## src/rtl/serial_tx.sv

```systemverilog
// serial_tx: parallel-in, serial-out framed transmitter.
// Frame: idle-high line, one start bit (0), WIDTH data bits LSB first, one stop bit (1),
// every bit held CLKS_PER_BIT clocks. Words are accepted over a valid/ready handshake.
// Optional feature macro SERIAL_TX_PARITY_EN: inserts an even-parity bit between data and stop.
module serial_tx #(
    parameter int WIDTH        = 8,
    parameter int CLKS_PER_BIT = 4
) (
    input  logic             clk,
    input  logic             reset,
    input  logic [WIDTH-1:0] tx_data,
    input  logic             tx_valid,
    output logic             tx_ready,
    output logic             tx_out,
    output logic             tx_busy,
    output logic             tx_done
);

    localparam int CNT_W = (CLKS_PER_BIT > 1) ? $clog2(CLKS_PER_BIT) : 1;
    localparam int IDX_W = (WIDTH > 1) ? $clog2(WIDTH) : 1;
    localparam logic [CNT_W-1:0] CNT_LAST = CNT_W'(CLKS_PER_BIT - 1);
    localparam logic [IDX_W-1:0] IDX_LAST = IDX_W'(WIDTH - 1);

`ifdef SERIAL_TX_PARITY_EN
    typedef enum logic [2:0] {IDLE, START, DATA, PARITY, STOP} state_t;
`else
    typedef enum logic [1:0] {IDLE, START, DATA, STOP} state_t;
`endif

    state_t             state, state_d;
    logic [CNT_W-1:0]   clk_cnt, clk_cnt_d;
    logic [IDX_W-1:0]   bit_idx, bit_idx_d;
    logic [WIDTH-1:0]   shift_q, shift_d;
    logic               bit_end;
`ifdef SERIAL_TX_PARITY_EN
    logic               parity_q, parity_d;
`endif

    // Last clock of the current bit period; with CLKS_PER_BIT=1 every cycle is a bit boundary.
    assign bit_end = (clk_cnt == CNT_LAST);

    // State and datapath registers; reset takes priority over a same-cycle handshake.
    always_ff @(posedge clk) begin
        // NOTE: sequential state uses non-blocking assignments so every register samples
        // the values from before this edge, independent of statement order.
        if (reset) begin
            // NOTE: the shift register is reset along with the control state so a frame
            // aborted by reset leaves no stale data behind.
            state   <= IDLE;
            clk_cnt <= '0;
            bit_idx <= '0;
            shift_q <= '0;
`ifdef SERIAL_TX_PARITY_EN
            parity_q <= 1'b0;
`endif
        end else begin
            state   <= state_d;
            clk_cnt <= clk_cnt_d;
            bit_idx <= bit_idx_d;
            shift_q <= shift_d;
`ifdef SERIAL_TX_PARITY_EN
            parity_q <= parity_d;
`endif
        end
    end

    // Next-state / next-datapath logic and registered-state output decode.
    always_comb begin
        // NOTE: every signal gets a default before the case so no path leaves one
        // unassigned, which would otherwise infer a latch.
        state_d   = state;
        clk_cnt_d = clk_cnt;
        bit_idx_d = bit_idx;
        shift_d   = shift_q;
`ifdef SERIAL_TX_PARITY_EN
        parity_d  = parity_q;
`endif
        tx_out    = 1'b1;

        unique case (state)
            IDLE: begin
                clk_cnt_d = '0;
                bit_idx_d = '0;
                if (tx_valid) begin
                    shift_d = tx_data;
                    state_d = START;
`ifdef SERIAL_TX_PARITY_EN
                    parity_d = ^tx_data;
`endif
                end
            end
            START: begin
                tx_out = 1'b0;
                if (bit_end) begin
                    clk_cnt_d = '0;
                    state_d   = DATA;
                end else begin
                    clk_cnt_d = clk_cnt + 1'b1;
                end
            end
            DATA: begin
                tx_out = shift_q[0];
                if (bit_end) begin
                    clk_cnt_d = '0;
                    shift_d   = shift_q >> 1;
                    if (bit_idx == IDX_LAST) begin
                        bit_idx_d = '0;
`ifdef SERIAL_TX_PARITY_EN
                        state_d   = PARITY;
`else
                        state_d   = STOP;
`endif
                    end else begin
                        bit_idx_d = bit_idx + 1'b1;
                    end
                end else begin
                    clk_cnt_d = clk_cnt + 1'b1;
                end
            end
`ifdef SERIAL_TX_PARITY_EN
            PARITY: begin
                tx_out = parity_q;
                if (bit_end) begin
                    clk_cnt_d = '0;
                    state_d   = STOP;
                end else begin
                    clk_cnt_d = clk_cnt + 1'b1;
                end
            end
`endif
            STOP: begin
                tx_out = 1'b1;
                if (bit_end) begin
                    clk_cnt_d = '0;
                    state_d   = IDLE;
                end else begin
                    clk_cnt_d = clk_cnt + 1'b1;
                end
            end
            default: begin
                state_d = IDLE;
            end
        endcase
    end

    // Handshake and status flags decode the registered state only.
    assign tx_ready = (state == IDLE);
    assign tx_busy  = !tx_ready;
    assign tx_done  = (state == STOP) && bit_end;

endmodule

```

## config.mk

```make
export PLATFORM = sky130hd
export DESIGN_NAME = serial_tx
export DESIGN_NICKNAME = d
export VERILOG_FILES = /design/src/rtl/serial_tx.sv
export SDC_FILE = /design/constraint.sdc
export NUM_CORES = 1
export LEC_CHECK = 0
export ABC_AREA = 1
export BUFFER_PORTS_ARGS = -buffer_cell sky130_fd_sc_hd__buf_4
export CAP_MARGIN = 15
export CORE_ASPECT_RATIO = 1.1
export CORE_MARGIN = 10
export CORE_UTILIZATION = 39
export DETAILED_ROUTE_END_ITERATION = 8
export PLACE_DENSITY = 0.6
export SLEW_MARGIN = 10
export SYNTH_ARGS = -nofsm -noshare
export SYNTH_HDL_FRONTEND = slang
export SYNTH_SLANG_ARGS = --single-unit
```

## constraint.sdc

```tcl
create_clock -name clk -period 2.85 [get_ports clk]
set_clock_uncertainty 0.15 [all_clocks]
set_input_delay 0.855 -clock clk [delete_from_list [all_inputs] [get_ports clk]]
set_output_delay 0.855 -clock clk [all_outputs]
set_load 0.01 [all_outputs]
```

Yosys cells after proc, flatten, opt, wreduce, memory -nomap -nowiden
Cells that the tools add are included.
- equal/unequal tests: 10
- muxes and demuxes: 15
- reduce and logical (&&, ||, !) cells: 8
- add/subtract/negate cells: 2
- operators with widths (cell ; count):
    $mux W8 ; 2
    $pmux W8 S2 ; 1
    $mux W2 ; 6
    $ne A2 B2 Y1 const B ; 5
    $pmux W2 S4 ; 1
    $eq A2 B2 Y1 const B ; 3
    $mux W3 ; 2
    $pmux W3 S2 ; 1
    $reduce_and A5 Y1 ; 1
    $pmux W2 S2 ; 1
    $add A3 B1 Y3 const B ; 1
    $eq A3 B3 Y1 const B ; 1
    $reduce_and A3 Y1 ; 1
    $reduce_or A3 Y1 ; 1
    $add A2 B1 Y2 const B ; 1
    $eq A2 B1 Y1 const B ; 1
    $logic_not A2 Y1 ; 1
    $pmux W1 S2 ; 1
    $reduce_and A2 Y1 ; 1
    $reduce_bool A2 Y1 ; 1
    $logic_and A1 B1 Y1 ; 1
    $logic_not A1 Y1 ; 1
- flip-flop bits (word level): 15
- word-level logic and storage cells: 39
- bits of input ports: 11
- output and inout port bits: 4

Longest topological paths before layout
- depth in word-level cells: 4
- gate-level depth with buffers: 9
- gate-level depth less buffers: 9

Worst setup path before layout
No wires, ideal clock.
- kind: reg2out
- start point: register state[0]
- end point: output port tx_out
- path slack: 726 ps
- data required time: 1845 ps
- cell stages (with the launch flop): 5
- buffers on the path: 1
- arrival: 1119 ps
- cells stage by stage: dfxtp_1 > inv_1 > ha_1 > buf_2 > o21ai_0
- word-level cells in the longest chain between the ends: 2
- elaborated cells between the ends (all ways): 3
- classes of those cells: eq/ne: 2; mux: 1
- RTL lines (element ; line ; RTL):
    start: declaration ; 30 ; state_t state, state_d;
    start signal: assignment ; 57 ; state <= state_d;
    $eq A2 B2 Y1 / $eq A2 B1 Y1 (equally long branches) ; 80 ; unique case (state)
    $pmux W1 S2 (*) ; 80 ;
    end: declaration ; 14 ; output logic tx_out,
Mark *: on every way between the ends. The rest lies on a longest branch, timed or not.

Worst setup path after layout
Ends and elaborated chain as after synthesis.

==> results.cfg <==
[run_status]
status = finished clean

[pwr]
ir_drop_uv = 368.1
p_int_mw = 0.5039
p_switching_mw = 0.4079
swShare = 0.4473
p_comb_frac = 0.526
p_clk_frac = 0.133
power_leakage_nw = 0.5291
p_seq_frac = 0.340
power_density_nw_per_um2 = 915.5

[logic_synthesis]
syn_area_per_cell_um2 = 6.871
synth_area_um2 = 838.3
ys_ff_latch = 15
ys_top_cells_by_area = dfxtp_1 36%, nand2_1 14%, ha_1 12%
ys_types = 17
synth_edf_count = 0
syn_nets = 141
syn_inst = 122
synth_top_area_frac = 0.3582
async_flop_share = 0
yosys_warnings = 0
synthFlopType = dfxtp_1
synth_common_cells = 32 x nand2_1, 26 x nor2_1, 15 x dfxtp_1
synth.most_common_cell = nand2_1
yosysSeqAreaShare = 0.3582
yosys.area.top_type = dfxtp_1

[placed_design]
place_area_um2 = 968.4
place_congestion = 0.7969
dp_hpwl_um = 1318
dp_slack_ns = 0.6316
io_buffers = 14

[min_path]
hold_depth = 1
min_to = clk_cnt[0]$_SDFF_PP0_
min_from = clk_cnt[0]$_SDFF_PP0_
hold_class = register to register

[drt]
routed_via_density = 4.524
drc = 0
drtAntennaViolNets = 0
drt_iter0_drc = 13
num_vias = 751
routedWlPerCell_um = 9.994
drt_wl_total_um = 1659
dr.pass1.iters = 4

[setup_path]
timing.rr.start = state[0]$_SDFFE_PP0P_
path_delay_family = adder cells
rr_worst_depth = 9
critical_path_class = register to primary output
crit_required_ns = 1.85
slowest_delay_ns = 0.44
cpMaxStageDelayCell = ha_1
rr_endpoint = state[0]$_SDFFE_PP0P_
regToRegSetupSlack_ns = 1.03
setup.worst_path.start_class = register
critical_path.endpoint_type = primary output
path_cells = inv_1 > ha_1 > o21ai_0 > buf_4
worstPathArrival_ns = 1.50
path_depth = 4
cp_max_fo = 12
crit_buf_inv = 2

[timing]
rsz0062_at_grt = false
fin_crit_ns = 2.510
tns_ns = 0
fin_ws_ns = 0.3403
slew_headroom = 0.7037
period_share = 0.8806
finalSetupViolations = 0
fmaxAchievable_mhz = 398.5
tightest_slew_ns = 0.4445
drv_slew = 0
hold_viol = 0

[finish]
area_growth_pct = 18.81
final_area_um2 = 996.0
nFillCells = 217
fin_nets = 158
fin_util = 0.4929
drive_above_1_share = 0.2029
diodes = 0

[floorplan]
die_area_um2 = 4406
fp.dieW_um = 64.21
start_util = 0.4149
num_rows = 17
io_pins = 15
die_h_um = 68.63
fp.coreArea_um2 = 2021

[clocking]
clock_tree.buffer_depth = 2
post-cts-setup-buffer-count = 0
cts_resized = 0
clk_latency_ns = 0.28
clk_pin_slew_worst_paths_ns = 0.09
h-tree-depth = 1
cts_buffers = 3
cts_hold_buf = 0
root_buffer = clkbuf_4
clock_sinks = 15
tritoncts = built

[global_route]
grt_pass1_wl_um = 2842
grt_overflow = 0
grt_max_degree = 13
antenna_found_initial = 0
track_usage = 0.08104
grt_pass1_vias = 665

[flow_run]
maxCapViolCount = 0
final cells by class:
class                   count  area (um2)  area share
inverters                  15       58.81     0.05905
well taps                  28       35.03     0.03518
flip-flops and latches     15       300.3      0.3015
multi-input cells          90       469.2      0.4711
clock inverters             1       5.005    0.005025
clock buffers               3       22.52     0.02261
repair buffers             14       105.1      0.1055
cells in the final DEF, fill, tap and decap left out:
cell	instances
nand2_4	2
inv_1	11
buf_4	14
nand3_1	5
nand2_2	1
nor2_8	1
nor2_2	2
a21oi_1	2
o21ai_1	2
o21ai_0	9
inv_4	1
inv_2	3
nand2_1	32
nor2_1	26
ha_1	8
clkbuf_4	3
dfxtp_1	15
clkinv_2	1
routing by layer:
metal  wire length, um  track usage  vias to the layer above
met5                 0            0                        -
met4                17      0.04011                        0
met3                79      0.03060                        2
met2               788       0.1368                       11
met1               774      0.08924                      331
li1                  -            -                      407
stage by stage:
stage                     power [mW]  cells  hold slack [ns]
after floorplan               0.6785    122           0.2484
after global placement        0.7959    162           0.2580
after detailed placement      0.8063    162           0.2616
after CTS                     0.9279    166           0.2765
after global routing           1.009    166           0.3052
final                         0.9118    166           0.2752
how the worst max path moves through the flow:
stage	slack (ns)	startpoint	end
after detailed placement	0.63	state[0]$_SDFFE_PP0P_	tx_out
after floorplan	0.73	state[0]$_SDFFE_PP0P_	tx_out
after global routing	0.20	state[0]$_SDFFE_PP0P_	tx_out
after CTS	0.32	state[0]$_SDFFE_PP0P_	tx_out
final	0.34	state[0]$_SDFFE_PP0P_	tx_out
after global placement	0.68	state[0]$_SDFFE_PP0P_	tx_out
registers in the layout, indices dropped and copies added (netlist names):
signal,flops
bit_idx,3
clk_cnt,2
shift_q,8
state,2
worst register-to-register path: stages, from the launching register on:
cell and delay, ns:
dfxtp_1 0.35, inv_1 0.11, ha_1 0.44, inv_2 0.18
nor2_2 0.16, inv_1 0.07, nand2_1 0.08, nor2_2 0.04
nor2_1 0.10, nor2_1 0.05
power by group through the flow:
stage	logic, mW	registers, mW	clock network, mW
2_1_floorplan	0.372	0.307	0
3_3_place_gp	0.482	0.313	0
5_1_grt	0.553	0.319	0.137
4_1_cts	0.491	0.311	0.126
6_report	0.480	0.310	0.121
3_5_place_dp	0.491	0.315	0
kinds of logic (layout without fill, tap and decap cells):
| group | Yosys count | in the layout | share of synthesized area |
|---|---|---|---|
| DFF | 15 | 15 | 0.3582 |
| and+or+nand+nor | 69 | 69 | 0.3627 |
| buffers and inverters | 17 | 33 | 0.08208 |
| adders and majority gates | 8 | 8 | 0.1194 |
| AOI/OAI and AO/OA | 13 | 13 | 0.07761 |
Power figures use the tool's default switching activity.
